==> config.mk <==
export PLATFORM = sky130hd
export DESIGN_NAME = gpu_fill_engine
export DESIGN_NICKNAME = d
export VERILOG_FILES = /design/src/rtl/gpu_fill_engine.sv
export SDC_FILE = /design/constraint.sdc
export NUM_CORES = 1
export LEC_CHECK = 0
export ABC_AREA = 0
export CAP_MARGIN = 20
export CORE_ASPECT_RATIO = 1.5
export CORE_MARGIN = 1.5
export CORE_UTILIZATION = 35
export CTS_BUF_LIST = sky130_fd_sc_hd__clkbuf_16
export DETAILED_ROUTE_END_ITERATION = 6
export GPL_TIMING_DRIVEN = 0
export PLACE_DENSITY_LB_ADDON = 0.05
export SETUP_SLACK_MARGIN = 0.4
export SLEW_MARGIN = 10
export SYNTH_ARGS = -nofsm -noshare
export SYNTH_HDL_FRONTEND = slang
export SYNTH_SLANG_ARGS = --single-unit
==> constraint.sdc <==
create_clock -name clk -period 3.3 [get_ports clk]
set_input_delay 0.66 -clock clk [delete_from_list [all_inputs] [get_ports clk]]
set_output_delay 0.66 -clock clk [all_outputs]
set_load 0.02 [all_outputs]
==> src/rtl/gpu_fill_engine.sv <==
// Rectangle-fill rasterizer: turns one latched fill command into a row-major stream of pixel writes.
// Latency: start edge at clock N, SETUP in cycle N+1, first pixel write in cycle N+2, then 1 pixel/cycle.
// Backpressure: px_ready_i low freezes the presented pixel; finished_fill_o pulses the cycle after the last accept.

`ifndef WIDTH_BITS
`define WIDTH_BITS 10
`endif
`ifndef HEIGHT_BITS
`define HEIGHT_BITS 9
`endif
`ifndef CHANNEL_BITS
`define CHANNEL_BITS 8
`endif

module gpu_fill_engine #(
    parameter int W_BITS   = `WIDTH_BITS,
    parameter int H_BITS   = `HEIGHT_BITS,
    parameter int C_BITS   = `CHANNEL_BITS,
    parameter int SCREEN_W = 640,
    parameter int SCREEN_H = 480
) (
    input  logic              clk,
    input  logic              n_rst,
    input  logic              run_fill_i,
    input  logic [W_BITS-1:0] x1_fill_i,
    input  logic [H_BITS-1:0] y1_fill_i,
    input  logic [W_BITS-1:0] x2_fill_i,
    input  logic [H_BITS-1:0] y2_fill_i,
    input  logic [C_BITS-1:0] r_i,
    input  logic [C_BITS-1:0] g_i,
    input  logic [C_BITS-1:0] b_i,
    input  logic              px_ready_i,
    output logic              px_write_o,
    output logic [W_BITS-1:0] px_x_o,
    output logic [H_BITS-1:0] px_y_o,
    output logic [C_BITS-1:0] px_r_o,
    output logic [C_BITS-1:0] px_g_o,
    output logic [C_BITS-1:0] px_b_o,
    output logic              busy_o,
    output logic              finished_fill_o
);

    typedef enum logic [1:0] {
        IDLE  = 2'd0,
        SETUP = 2'd1,
        EMIT  = 2'd2,
        DONE  = 2'd3
    } state_t;

    // Last visible column/row, and the first off-screen coordinate (one bit wider so it is representable).
    localparam logic [W_BITS-1:0] X_LIM = W_BITS'(SCREEN_W - 1);
    localparam logic [H_BITS-1:0] Y_LIM = H_BITS'(SCREEN_H - 1);
    localparam logic [W_BITS:0]   X_END = (W_BITS + 1)'(SCREEN_W);
    localparam logic [H_BITS:0]   Y_END = (H_BITS + 1)'(SCREEN_H);

    state_t state, state_nxt;

    logic [1:0]        rst_sync;
    logic              rst_n;
    logic              run_prev;
    logic              start;

    logic [W_BITS-1:0] xa, xb, xmin, xmax, cx;
    logic [H_BITS-1:0] ya, yb, ymin, ymax, cy;
    logic [C_BITS-1:0] r_q, g_q, b_q;

    logic [W_BITS-1:0] x_lo, x_hi, x_hi_clip;
    logic [H_BITS-1:0] y_lo, y_hi, y_hi_clip;
    logic              off_screen;
    logic              more_cols, more_rows;
    logic              write_en, finish_en;

    // Reset asserts immediately but is released only on a clock edge, so no flop sees a release near its edge.
    always_ff @(posedge clk or negedge n_rst) begin
        if (!n_rst) begin
            rst_sync <= 2'b00;
        end else begin
            rst_sync <= {rst_sync[0], 1'b1};
        end
    end
    assign rst_n = rst_sync[1];

    // Only a fresh low-to-high transition of the request starts a fill, and only from IDLE.
    assign start = (state == IDLE) && run_fill_i && !run_prev;

    // Normalise the corners and clip the far edge to the visible screen.
    assign x_lo       = (xa < xb) ? xa : xb;
    assign x_hi       = (xa < xb) ? xb : xa;
    assign y_lo       = (ya < yb) ? ya : yb;
    assign y_hi       = (ya < yb) ? yb : ya;
    assign x_hi_clip  = (x_hi > X_LIM) ? X_LIM : x_hi;
    assign y_hi_clip  = (y_hi > Y_LIM) ? Y_LIM : y_hi;
    assign off_screen = ({1'b0, x_lo} >= X_END) || ({1'b0, y_lo} >= Y_END);

    assign more_cols = cx < xmax;
    assign more_rows = cy < ymax;

    // State register.
    always_ff @(posedge clk or negedge rst_n) begin
        if (!rst_n) begin
            state <= IDLE;
        end else begin
            state <= state_nxt;
        end
    end

    // Next-state and per-state output strobes.
    always_comb begin
        state_nxt = state;
        write_en  = 1'b0;
        finish_en = 1'b0;
        case (state)
            IDLE: begin
                if (start) begin
                    state_nxt = SETUP;
                end
            end
            SETUP: begin
                state_nxt = off_screen ? DONE : EMIT;
            end
            EMIT: begin
                write_en = 1'b1;
                if (px_ready_i && !more_cols && !more_rows) begin
                    state_nxt = DONE;
                end
            end
            DONE: begin
                finish_en = 1'b1;
                state_nxt = IDLE;
            end
            default: begin
                state_nxt = IDLE;
            end
        endcase
    end

    // Command latch, bounds setup and the raster walk; cursor only moves on an accepted write.
    always_ff @(posedge clk or negedge rst_n) begin
        if (!rst_n) begin
            run_prev <= 1'b1;
            xa       <= '0;
            xb       <= '0;
            ya       <= '0;
            yb       <= '0;
            r_q      <= '0;
            g_q      <= '0;
            b_q      <= '0;
            xmin     <= '0;
            xmax     <= '0;
            ymin     <= '0;
            ymax     <= '0;
            cx       <= '0;
            cy       <= '0;
        end else begin
            run_prev <= run_fill_i;
            if (start) begin
                xa  <= x1_fill_i;
                xb  <= x2_fill_i;
                ya  <= y1_fill_i;
                yb  <= y2_fill_i;
                r_q <= r_i;
                g_q <= g_i;
                b_q <= b_i;
            end
            if (state == SETUP) begin
                xmin <= x_lo;
                xmax <= x_hi_clip;
                ymin <= y_lo;
                ymax <= y_hi_clip;
                cx   <= x_lo;
                cy   <= y_lo;
            end
            if (state == EMIT && px_ready_i) begin
                if (more_cols) begin
                    cx <= cx + 1'b1;
                end else begin
                    cx <= xmin;
                    if (more_rows) begin
                        cy <= cy + 1'b1;
                    end
                end
            end
        end
    end

    assign px_write_o      = write_en;
    assign px_x_o          = cx;
    assign px_y_o          = cy;
    assign px_r_o          = r_q;
    assign px_g_o          = g_q;
    assign px_b_o          = b_q;
    assign busy_o          = (state != IDLE);
    assign finished_fill_o = finish_en;

endmodule

==> results.sh <==
export IMPL_outcome="finished, violations left"
export IMPL_violations="design-rule violations"
export IMPL_max_cap_violations=0
export IMPL_grt_pass1_wl_um=28700
export IMPL_max_freq_mhz=366.1
export IMPL_drv_slew=0
export IMPL_path_common_cell="clkbuf_1"
export IMPL_setup_slack_ns=0.5687
export IMPL_clock_root_buffer="clkbuf_16"
export IMPL_place_area_um2=7687
export IMPL_synth_fa_ha_area_share_pct=8.171
export IMPL_cts_repair_resized=0
export IMPL_async_flop_share_pct=100.0
export IMPL_worst_pin_slew_ns=0.7272
export IMPL_synth_seq_cells=115
export IMPL_start_util_pct=36.04
export IMPL_numCtsBuffers=17
export IMPL_die_h_um=167.0
export IMPL_gp_congestion=0.8981
export IMPL_clockBufferDepth=2
export IMPL_synthToLayoutAreaGrowth_pct=32.62
export IMPL_grt_pass1_vias=5346
export IMPL_grt_max_degree=61
export IMPL_fin_crit_sh_pct=82.77
export IMPL_layout_common_cells="113 x dfrtp_1, 111 x clkdlybuf4s50_1, 64 x mux2_2"
export IMPL_fillers=1678
export IMPL_stdcell_count=966
export IMPL_synth_warning_count=0
export IMPL_synth_edff_count=0
export IMPL_ys_types=55
export IMPL_holdBufCountCts=0
export IMPL_syn_inst=609
export IMPL_critical_path_slowest_cell="dfrtp_1"
export IMPL_die_w_um=112.4
export IMPL_hold_violations=0
export IMPL_post_synth_cell_area_avg_um2=10.31
export IMPL_viasPerCell=5.310
export IMPL_end_kind="flip-flop"
export IMPL_ios=112
export IMPL_worst_path_max_fanout=10
export IMPL_hpwl_um=13970
export IMPL_irDropWorstVdd_mv=0.4530
export IMPL_drtPass1Iterations=7
export IMPL_final_nets=847
export IMPL_maxSlewHeadroom_pct=51.11
export IMPL_mostFrequentLayoutCell="dfrtp_1"
export IMPL_coreArea_um2=17420
export IMPL_synth_xor_area_share_pct=1.116
export IMPL_synth_simple_area_share_pct=9.745
export IMPL_power_density_nw_per_um2=1243
export IMPL_hold_class="flip-flop to flip-flop"
export IMPL_layout_drive_gt1_share_pct=15.54
export IMPL_synth_mux_area_share_pct=12.83
export IMPL_rows=59
export IMPL_portBuffers=111
export IMPL_worstPathArrival_ns=3.01
export IMPL_worstPathCellList="inv_1 -> ha_1 -> nand2_1 -> nor2_1 -> and3_1 -> clkbuf_1 -> clkbuf_1 -> nor3_1 -> a21oi_1 -> a31oi_1"
export IMPL_clk_pin_slew_worst_paths_ns=0.06
export IMPL_cpPeakStageDelay_ns=0.39
export IMPL_grt_overflow=0
export IMPL_multi_input_area_um2=3095
export IMPL_critical_path_buf_inv_count=3
export IMPL_drtIter0Drc=219
export IMPL_synth_nets=716
export IMPL_preCtsSetupSlack_ns=0.5975
export IMPL_h_tree_depth=4
export IMPL_rsz0062_at_grt="false"
export IMPL_routed_wirelength_um=17890
export IMPL_remaining_drc_errors=2
export IMPL_synth_top_family_by_area="compound AO/OA/AOI/OAI gates"
export IMPL_synth_compound_gate_area_share_pct=17.38
export IMPL_cp_required_ns=3.58
export IMPL_fin_skew_ns=0.01423
export IMPL_num_antenna_cells=0
export IMPL_path_delay_family="buffers and inverters"
export IMPL_die_area_um2=18770
export IMPL_setup_viol=0
export IMPL_postLayoutCellArea_um2=8327
export IMPL_syn_cell_area_um2=6279
export IMPL_place_inst=934
export IMPL_finalCriticalPeriod_ns=2.731
export IMPL_cts_sinks=115
export IMPL_synthFlopType="dfrtp_1"
export IMPL_ys_seq_area_share_pct=45.85
export IMPL_crit_type="flip-flop to flip-flop"
export IMPL_worstSetupStartpointType="flip-flop"
export IMPL_ant_nets=0
export IMPL_track_usage_pct=20.01
export IMPL_cts_tree="done"
export IMPL_cts_setup_buffers=0
export IMPL_antenna_found_initial=0
export IMPL_p_total_uw=10350
export IMPL_wire_per_inst_um=18.52
export IMPL_num_vias=5129
export IMPL_clock_latency_ns=0.43
export IMPL_setup_tns_final_ns=0
export IMPL_leakagePower_uw=0.003569
export IMPL_ff_latch_area_um2=2883
[logic make-up after synthesis]
family	count (synthesis)
DFF	115
buffers and inverters	75
xor gates and xnor gates	8
AOI/OAI and AO/OA	169
and+or+nand+nor	128
adders and majority gates	41
other	1
muxes	72
[per-layer routing]
metal / routed length [um] / track usage (%)
met1: 6731 / 21.54
met2: 9900 / 37.08
met3: 772 / 4.694
met4: 482 / 8.476
met5: 0 / 0
[through the flow]
step / hold slack, ns / utilization, %
floorplan: 0.3311 / -
global placement: 0.3378 / 43.95
detailed placement: 0.3418 / 44.13
CTS: 0.3560 / 47.80
global route: 0.3686 / 47.80
finish: 0.3514 / 47.80
[worst paths after layout]
path	from	to	slack [ns]	cells after the start
worst min register to register	rst_sync[0]	rst_sync[1]	0.35	0
min in group asynchronous	rst_sync[1]	px_g_o[3]	0.40	0
worst max-delay path	xb[9]	xmax[4]	0.57	10
max in group asynchronous	rst_sync[1]	px_x_o[8]	2.14	1
worst min-delay path	rst_sync[0]	rst_sync[1]	0.35	0
worst max register to register	xb[9]	xmax[4]	0.57	10
[cell type report]
cell class | count | area share, %
repair buffers | 112 | 13.67
clock inverters | 15 | 2.569
plain buffers | 33 | 1.758
well taps | 213 | 3.201
clock buffers | 17 | 5.109
multi-input cells | 419 | 37.18
flip-flops and latches | 115 | 34.62
inverters | 42 | 1.893
[cell usage after synthesis, drive strengths merged (7+ instances only)]
library cell	count	share of area, %
o21ai	57	4.6
nand2	25	1.5
mux2	65	12
clkbuf	27	1.6
a21oi	31	2.5
dfrtp	114	45
mux2i	7	1.1
nor3	19	1.5
a211oi	8	1.1
inv	42	2.5
nor2	39	2.3
nand3	19	1.5
a31oi	35	3.5
ha	41	8.2
o21bai	9	1.1
[sequential cells by signal, indices dropped and copies added, names as in the netlist, 8 cells and up]
register / count
xa: 10
xb: 10
ymax: 9
ya: 9
px_g_o: 8
px_b_o: 8
xmin: 10
px_r_o: 8
xmax: 10
yb: 9
px_y_o: 9
px_x_o: 10
[power breakdown]
part	leakage [uW]	switching (uW)	internal, uW
clock network	0.000312	665	1330
logic	0.00191	3140	2370
registers	0.00135	708	2150
total	0.00357	4510	5840
(Power assumes the default switching activity.)
